[src/rtl/mem_port_arbiter.sv]
// Single-port memory arbiter between instruction fetch and data access, with locked
// data sequences. Define ARB_STARVE_GUARD_EN to enable the fetch anti-starvation guard.
module mem_port_arbiter #(
  parameter int AW         = 8,
  parameter int DW         = 8,
  parameter int STARVE_MAX = 4
) (
  input  logic          clk,
  input  logic          rst,
  input  logic          if_req,
  input  logic [AW-1:0] if_addr,
  output logic          if_gnt,
  output logic          if_valid,
  output logic [DW-1:0] if_rdata,
  output logic          stall_if,
  input  logic          dm_req,
  input  logic          dm_we,
  input  logic          dm_lock,
  input  logic [AW-1:0] dm_addr,
  input  logic [DW-1:0] dm_wdata,
  output logic          dm_gnt,
  output logic          dm_valid,
  output logic [DW-1:0] dm_rdata,
  output logic          mem_en,
  output logic          mem_we,
  output logic [AW-1:0] mem_addr,
  output logic [DW-1:0] mem_wdata,
  input  logic [DW-1:0] mem_rdata
);

  typedef enum logic [1:0] {IDLE, IF_OWN, DM_OWN, DM_LOCKED} state_t;
  typedef enum logic [1:0] {RD_NONE, RD_IF, RD_DM} owner_t;

  state_t        state;
  owner_t        rd_owner_p1;
  logic [AW-1:0] addr_hold;
  logic [DW-1:0] wdata_hold;
  logic [DW-1:0] if_hold;
  logic [DW-1:0] dm_hold;
  logic          force_if;

`ifdef ARB_STARVE_GUARD_EN
  localparam int CW = $clog2(STARVE_MAX + 1);
  logic [CW-1:0] starve_cnt;

  assign force_if = if_req && (starve_cnt >= CW'(STARVE_MAX));

  // Locked data grants still count, so the guard fires as soon as the lock ends.
  always_ff @(posedge clk or posedge rst) begin
    if (rst)
      starve_cnt <= '0;
    else if (if_gnt || !if_req)
      starve_cnt <= '0;
    else if (dm_gnt && (starve_cnt < CW'(STARVE_MAX)))
      starve_cnt <= starve_cnt + 1'b1;
  end
`else
  logic unused_starve_cfg;
  assign unused_starve_cfg = ^STARVE_MAX;
  assign force_if = 1'b0;
`endif

  // Grant decision: zero latency, suppressed while reset is asserted.
  always_comb begin
    if_gnt = 1'b0;
    dm_gnt = 1'b0;
    if (!rst) begin
      if (state == DM_LOCKED) begin
        dm_gnt = dm_req;
        if_gnt = if_req & ~dm_req;
      end else if (force_if) begin
        if_gnt = 1'b1;
      end else if (dm_req) begin
        dm_gnt = 1'b1;
      end else begin
        if_gnt = if_req;
      end
    end
  end

  assign stall_if  = ~rst & if_req & ~if_gnt;
  assign mem_en    = if_gnt | dm_gnt;
  assign mem_we    = dm_gnt & dm_we;
  assign mem_addr  = dm_gnt ? dm_addr : (if_gnt ? if_addr : addr_hold);
  assign mem_wdata = dm_gnt ? dm_wdata : wdata_hold;

  // Read return stage: mem_rdata belongs to whoever was granted last cycle.
  assign if_valid = (rd_owner_p1 == RD_IF);
  assign dm_valid = (rd_owner_p1 == RD_DM);
  assign if_rdata = if_valid ? mem_rdata : if_hold;
  assign dm_rdata = dm_valid ? mem_rdata : dm_hold;

  always_ff @(posedge clk or posedge rst) begin
    if (rst) begin
      state       <= IDLE;
      rd_owner_p1 <= RD_NONE;
      addr_hold   <= '0;
      wdata_hold  <= '0;
      if_hold     <= '0;
      dm_hold     <= '0;
    end else begin
      if (dm_gnt)
        state <= dm_lock ? DM_LOCKED : DM_OWN;
      else if (if_gnt)
        state <= IF_OWN;
      else
        state <= IDLE;

      if (dm_gnt && !dm_we)
        rd_owner_p1 <= RD_DM;
      else if (if_gnt)
        rd_owner_p1 <= RD_IF;
      else
        rd_owner_p1 <= RD_NONE;

      if (mem_en)
        addr_hold <= mem_addr;
      if (dm_gnt)
        wdata_hold <= dm_wdata;
      if (if_valid)
        if_hold <= mem_rdata;
      if (dm_valid)
        dm_hold <= mem_rdata;
    end
  end

endmodule

[config.mk]
export PLATFORM = sky130hd
export DESIGN_NAME = mem_port_arbiter
export DESIGN_NICKNAME = d
export VERILOG_FILES = /design/src/rtl/mem_port_arbiter.sv
export SDC_FILE = /design/constraint.sdc
export NUM_CORES = 1
export LEC_CHECK = 0
export ABC_CLOCK_PERIOD_IN_PS = 2300
export BUFFER_PORTS_ARGS = -buffer_cell sky130_fd_sc_hd__clkbuf_2
export CAP_MARGIN = 20
export CORE_UTILIZATION = 44
export CTS_CLUSTER_SIZE = 28
export DETAILED_ROUTE_END_ITERATION = 7
export GPL_TIMING_DRIVEN = 1
export PLACE_DENSITY = 0.78
export SLEW_MARGIN = 5
export SYNTH_ARGS = -nofsm -noshare
export SYNTH_HDL_FRONTEND = slang
export SYNTH_SLANG_ARGS = --single-unit
[constraint.sdc]
create_clock -name clk -period 2.3 [get_ports clk]
set_clock_uncertainty 0.05 [all_clocks]
set_input_delay 0.46 -clock clk [delete_from_list [all_inputs] [get_ports clk]]
set_output_delay 0.46 -clock clk [all_outputs]
set_load 0.1 [all_outputs]
==> flow_metrics.env, run 1 <==
export IMPL_drive_gt1_share_pct=50.2
export IMPL_ys_warn_count=0
export IMPL_cts_tree="built"
export IMPL_crit_end="dm_rdata[3]"
export IMPL_grt_pass1_vias=1315
export IMPL_synth_commonest_cells="dfrtp_1 (34), nand2_1 (24), nor2_1 (21)"
export IMPL_grt_antenna_before_repair=0
export IMPL_synth_edf_count=0
export IMPL_multiInputGateArea_um2=637
export IMPL_clockRootBuffer="clkbuf_4"
export IMPL_drt_initial_drc_count=15
export IMPL_power_frac_clock_pct=13.9
export IMPL_routabilityCongestion=0.702
export IMPL_status="completed"
export IMPL_swShare_pct=48.8
export IMPL_tns_ns=0
export IMPL_cap_violations=0
export IMPL_hold_violations=0
export IMPL_hold_path_class="in -> reg"
export IMPL_end_kind="primary output"
export IMPL_place_area_mm2=0.00243
export IMPL_grt_max_degree=20
export IMPL_cp_startpoint="rd_owner_p1[0]"
export IMPL_finalSetupViolations=0
export IMPL_power_frac_seq_pct=29.3
export IMPL_intPower_uw=1260
export IMPL_fin_crit_ns=2.18
export IMPL_design_area_mm2=0.00251
export IMPL_synthAdderAreaFrac_pct=0
export IMPL_instances_no_fill=255
export IMPL_numPortBuffers=75
export IMPL_num_rows=20
export IMPL_max_slew_margin_rel_pct=62.0
export IMPL_fin_crit_sh_pct=95.0
export IMPL_p_switching_uw=1200
export IMPL_die_width_um=60.0
export IMPL_syn_nets=168
export IMPL_crit_fanout=9
export IMPL_ys_types=18
export IMPL_insertion_delay_ns=0.33
export IMPL_cts_buffers=5
export IMPL_synth_top_family_by_area="simple AND/OR/NAND/NOR gates"
export IMPL_irDropWorstVdd_uv=589
export IMPL_combPwrFrac_pct=56.8
export IMPL_power_density_mw_per_mm2=977
export IMPL_max_freq_mhz=458
export IMPL_drc_errors=0
export IMPL_placedCellCount=247
export IMPL_vias=1263
export IMPL_seq_area_um2=851
export IMPL_cts_sinks=34
export IMPL_dr_pass1_iters=4
export IMPL_synth_top_area_share_pct=57.6
export IMPL_clock_path_buffers=2
export IMPL_grtUsageMet1_pct=23.6
export IMPL_top_usage_layer="met2"
export IMPL_reg2reg_to="if_hold[6]"
export IMPL_synthXorXnorAreaFrac_pct=0
export IMPL_rsz0062_at_grt="no"
export IMPL_viasPerCell=4.95
export IMPL_synthSimpleGateAreaFrac_pct=17.4
export IMPL_synth_area_top_cells="dfrtp_1 (58%), mux2_1 (12%), nand2_1 (6.1%)"
export IMPL_totalWireLength_mm=3.46
export IMPL_required_ns=1.79
export IMPL_grt_overflow_total=0
export IMPL_wire_per_inst_um=13.6
export IMPL_fin_ws_ns=0.116
export IMPL_worstMarginPinSlew_ns=0.570
export IMPL_synthesis_area_mm2=0.00148
export IMPL_ios=77
export IMPL_ff2ff_path_depth=3
export IMPL_p_leak_uw=0.00119
export IMPL_maxSlewViolCount=0
export IMPL_synth_avg_cell_area_um2=11.4
export IMPL_drt_antenna_violating_nets=0
export IMPL_ys_seq_elements=34
export IMPL_initial_utilization_pct=47.2
export IMPL_ys_async_sr_fraction_pct=100
export IMPL_place_ws_ns=0.105
export IMPL_gr_usage_met3_pct=10.2
export IMPL_die_h_um=60.0
export IMPL_synth_area_mux_share_pct=12.2
export IMPL_start_kind="flop"
export IMPL_die_area_mm2=0.00359
export IMPL_rr_startpoint="rd_owner_p1[1]"
export IMPL_ys_flop_type="dfrtp_1"
export IMPL_synth_largest_area_cell="dfrtp_1"
export IMPL_core_mm2=0.00313
export IMPL_hp_start="dm_we"
export IMPL_clk_pin_slew_ns=0.10
export IMPL_synth_cells=130
export IMPL_globalRouteTotalUtil_pct=21.9
export IMPL_nets=248
export IMPL_grt_pass1_wl_mm=5.66
export IMPL_num_antenna_cells=0
export IMPL_synth_compound_area_share_pct=8.21
export IMPL_crit_arrival_ns=1.67
export IMPL_synth_most_common_cell="dfrtp_1"
export IMPL_fill_cells=181
export IMPL_use_met2_pct=38.4
export IMPL_r2r_slack_ns=1.00
export IMPL_place_hpwl_mm=2.78
export IMPL_area_growth_pct=70.1
export IMPL_cts_setup_buffers=0
export IMPL_crit_type="reg -> out"
export IMPL_seq_area_frac_synth_pct=57.6
export IMPL_htree_num_levels=2
## cells by family after synthesis
| group | after synthesis |
|---|---|
| compound gates | 9 |
| mux | 16 |
| flops | 34 |
| simple gates | 61 |
| buf+inv | 10 |
## stage by stage
stage / total power (uW) / hold slack, ns / util, %
floorplan: 1680 / 0.364 / -
global placement: 2090 / 0.423 / 77.7
detailed placement: 2120 / 0.431 / 77.7
CTS: 2480 / 0.204 / 80.4
global route: 2550 / 0.207 / 80.4
finish: 2450 / 0.236 / 80.4
## power by group through the flow
stage	logic (uW)	registers, uW	clock network (uW)
2_1_floorplan	958	723	0
3_3_place_gp	1370	725	0
3_5_place_dp	1390	731	0
4_1_cts	1400	719	358
5_1_grt	1440	729	384
6_report	1390	719	342
## area by class of cell
type	count	area share [%]
well taps	44	2.19
inverters	3	0.597
clock buffers	7	2.19
repair buffers	80	35.6
multi-input cells	86	25.3
flip-flops and latches	34	33.8
clock inverters	1	0.199
## flip-flops by register name, summed over array words and instances, names as in the netlist
| signal | flops |
|---|---|
| rd_owner_p1 | 2 |
| wdata_hold | 8 |
| if_hold | 8 |
| dm_hold | 8 |
| addr_hold | 8 |
## worst max-delay path: stages (launching register included)
cell	delay, ns
dfrtp_1	0.38
nand2b_2	0.29
mux2_1	0.38
clkbuf_4	0.29
## what timing repair did
action	in CTS	in global routing
hold buffers	0	0
gates resized for setup	9	0
setup endpoints to repair	8	0
## placed cells by master (no fill, tap or decap), types with 2 or more instances in the layout
cell / n
buf_12: 31
buf_4: 4
clkbuf_2: 37
clkbuf_4: 13
dfrtp_1: 34
mux2_1: 16
nand2_1: 24
nand2b_1: 2
nor2_1: 15
nor2_4: 5
nor3_1: 6
nor3_4: 3
o22ai_1: 3
o32ai_2: 4
## how the worst min path moves through the flow
stage	endpoint	slack, ns	cells after the start
final	rd_owner_p1[1]	0.24	2
after global routing	rd_owner_p1[1]	0.21	2
after CTS	rd_owner_p1[1]	0.20	2
after detailed placement	dm_hold[5]	0.43	1
after global placement	dm_hold[3]	0.42	1
after floorplan	addr_hold[0]	0.36	1
## per-layer routing
metal	vias up	part of all wire [%]
li1	592	-
met1	606	37
met2	60	53
met3	5	9.7
met4	0	0.78
met5	-	0
Power figures use the tool's default switching activity.
==> run 2, diff against run 1 <==
--- a/config.mk
+++ b/config.mk
@@ -8,11 +8,10 @@
 export ABC_CLOCK_PERIOD_IN_PS = 2300
 export BUFFER_PORTS_ARGS = -buffer_cell sky130_fd_sc_hd__clkbuf_2
 export CAP_MARGIN = 20
-export CORE_UTILIZATION = 44
+export CORE_UTILIZATION = 30
 export CTS_CLUSTER_SIZE = 28
 export DETAILED_ROUTE_END_ITERATION = 7
 export GPL_TIMING_DRIVEN = 1
-export PLACE_DENSITY = 0.78
 export SLEW_MARGIN = 5
 export SYNTH_ARGS = -nofsm -noshare
 export SYNTH_HDL_FRONTEND = slang
==> run 2 against run 1 <==
Compared with the run above:
- register-to-register slack improved by 0.02 ns
- critical path depth unchanged
- fmax increased by 2.1%
- combinational power about the same
- die area increased by 45%
- global-route usage decreased by 7.9 points
- wire length decreased by 3.4%
- total power increased by 13%
- largest power group unchanged
==> flow_metrics.env, run 2 (same netlist as run 1, synthesis figures left out) <==
export IMPL_crit_type="reg -> out"
export IMPL_fin_crit_sh_pct=93.0
export IMPL_vias=1236
export IMPL_routabilityCongestion=0.699
export IMPL_place_ws_ns=0.236
export IMPL_area_growth_pct=77.5
export IMPL_grtUsageMet1_pct=15.1
export IMPL_worstMarginPinSlew_ns=0.536
export IMPL_num_antenna_cells=0
export IMPL_cts_setup_buffers=0
export IMPL_seq_area_um2=851
export IMPL_initial_utilization_pct=31.3
export IMPL_grt_max_degree=20
export IMPL_rsz0062_at_grt="no"
export IMPL_power_frac_seq_pct=25.9
export IMPL_clock_path_buffers=2
export IMPL_globalRouteTotalUtil_pct=14.0
export IMPL_intPower_uw=1540
export IMPL_grt_pass1_wl_mm=5.54
export IMPL_ios=77
export IMPL_fin_crit_ns=2.14
export IMPL_cts_buffers=5
export IMPL_status="completed"
export IMPL_insertion_delay_ns=0.28
export IMPL_p_leak_uw=0.00123
export IMPL_hold_path_class="in -> async"
export IMPL_drc_errors=0
export IMPL_clockRootBuffer="clkbuf_8"
export IMPL_finalSetupViolations=0
export IMPL_drt_initial_drc_count=29
export IMPL_max_freq_mhz=468
export IMPL_power_frac_clock_pct=23.8
export IMPL_cap_violations=0
export IMPL_crit_fanout=9
export IMPL_htree_num_levels=2
export IMPL_mostFrequentLayoutCell="clkbuf_2"
export IMPL_swShare_pct=44.3
export IMPL_hold_violations=0
export IMPL_grt_antenna_before_repair=0
export IMPL_fill_cells=415
export IMPL_gr_usage_met3_pct=5.42
export IMPL_holdBufCountCts=0
export IMPL_die_area_mm2=0.00521
export IMPL_wire_per_inst_um=11.9
export IMPL_top_usage_layer="met2"
export IMPL_place_hpwl_mm=2.73
export IMPL_totalWireLength_mm=3.34
export IMPL_use_met2_pct=25.2
export IMPL_drt_antenna_violating_nets=0
export IMPL_grt_overflow_total=0
export IMPL_fin_ws_ns=0.161
export IMPL_max_slew_margin_rel_pct=64.4
export IMPL_rr_startpoint="rd_owner_p1[1]"
export IMPL_die_width_um=72.2
export IMPL_clk_pin_slew_ns=0.07
export IMPL_r2r_slack_ns=1.02
export IMPL_end_kind="primary output"
export IMPL_p_switching_uw=1230
export IMPL_combPwrFrac_pct=50.3
export IMPL_numPortBuffers=75
export IMPL_num_rows=25
export IMPL_maxSlewViolCount=0
export IMPL_start_kind="flop"
export IMPL_multiInputGateArea_um2=637
export IMPL_viasPerCell=4.41
export IMPL_die_h_um=72.2
export IMPL_reg2reg_to="if_hold[5]"
export IMPL_core_mm2=0.00472
export IMPL_dr_pass1_iters=4
export IMPL_required_ns=1.79
export IMPL_drive_gt1_share_pct=51.2
export IMPL_cts_tree="built"
export IMPL_grt_pass1_vias=1259
export IMPL_nets=250
export IMPL_p_total_uw=2770
export IMPL_crit_arrival_ns=1.63
export IMPL_irDropWorstVdd_uv=435
export IMPL_power_density_mw_per_mm2=1060
export IMPL_ff2ff_path_depth=3
export IMPL_mostFrequentLayoutCells="clkbuf_2 (37), dfrtp_1 (34), buf_12 (30)"
export IMPL_cts_sinks=34
## run 2: cell count changes in the layout (fill, tap and decap cells not counted)
cell	delta
clkbuf_1	-1
buf_4	+3
clkbuf_8	+4
clkinv_2	-1
clkinv_4	+1
clkbuf_4	-5
buf_12	-1
bufinv_16	+2
## run 2: metrics by stage
step	instances	hold WS [ns]	util [%]	area, um^2	TNS (ns)
finish	280	0.204	55.5	2620	0
global route	280	0.215	55.5	2620	0
CTS	280	0.201	55.5	2620	0
detailed placement	272	0.431	52.1	2460	0
floorplan	130	0.364	-	1560	-0.160
global placement	272	0.422	52.1	2460	0
## run 2: worst max path at each step
| stage | from | endpoint |
|---|---|---|
| CTS | rd_owner_p1[0] | dm_rdata[4] |
| detailed placement | rd_owner_p1[0] | dm_rdata[4] |
| global placement | rd_owner_p1[0] | dm_rdata[5] |
| finish | rd_owner_p1[0] | dm_rdata[4] |
| floorplan | rst | mem_addr[0] |
| global route | rd_owner_p1[0] | dm_rdata[5] |
## run 2: cell type report
cell class	instances	area share, %
Clock buffer	5	2.62
Clock inverter	3	2.62
Inverter	3	0.573
Multi-Input combinational cell	86	24.3
Sequential cell	34	32.4
Tap cell	67	3.20
Timing Repair Buffer	82	34.3
## run 2: repair_timing
| item | CTS | global route |
|---|---|---|
| cloned | 0 | 0 |
| gates resized for setup | 8 | 1 |
| pin swaps | 0 | 0 |
| endpoints found under the hold margin | 0 | 0 |
| setup endpoints to repair | 8 | 8 |
## run 2: critical path: stages, from the launching register on
cell and delay (ns):
dfrtp_1 0.37, nand2b_2 0.29, mux2_1 0.39, clkbuf_4 0.29
## run 2: power groups by stage
stage,Clock (uW),Combinational [uW],Sequential (uW)
floorplan,0,958,723
global placement,0,1380,724
detailed placement,0,1390,730
CTS,680,1400,719
global route,702,1440,727
finish,659,1390,718
## run 2: metal layers
layer | up-vias | part of all wire [%]
met3 | 3 | 9.0
met5 | - | 0
met1 | 582 | 41
li1 | 595 | -
met2 | 56 | 50
met4 | 0 | 0.69
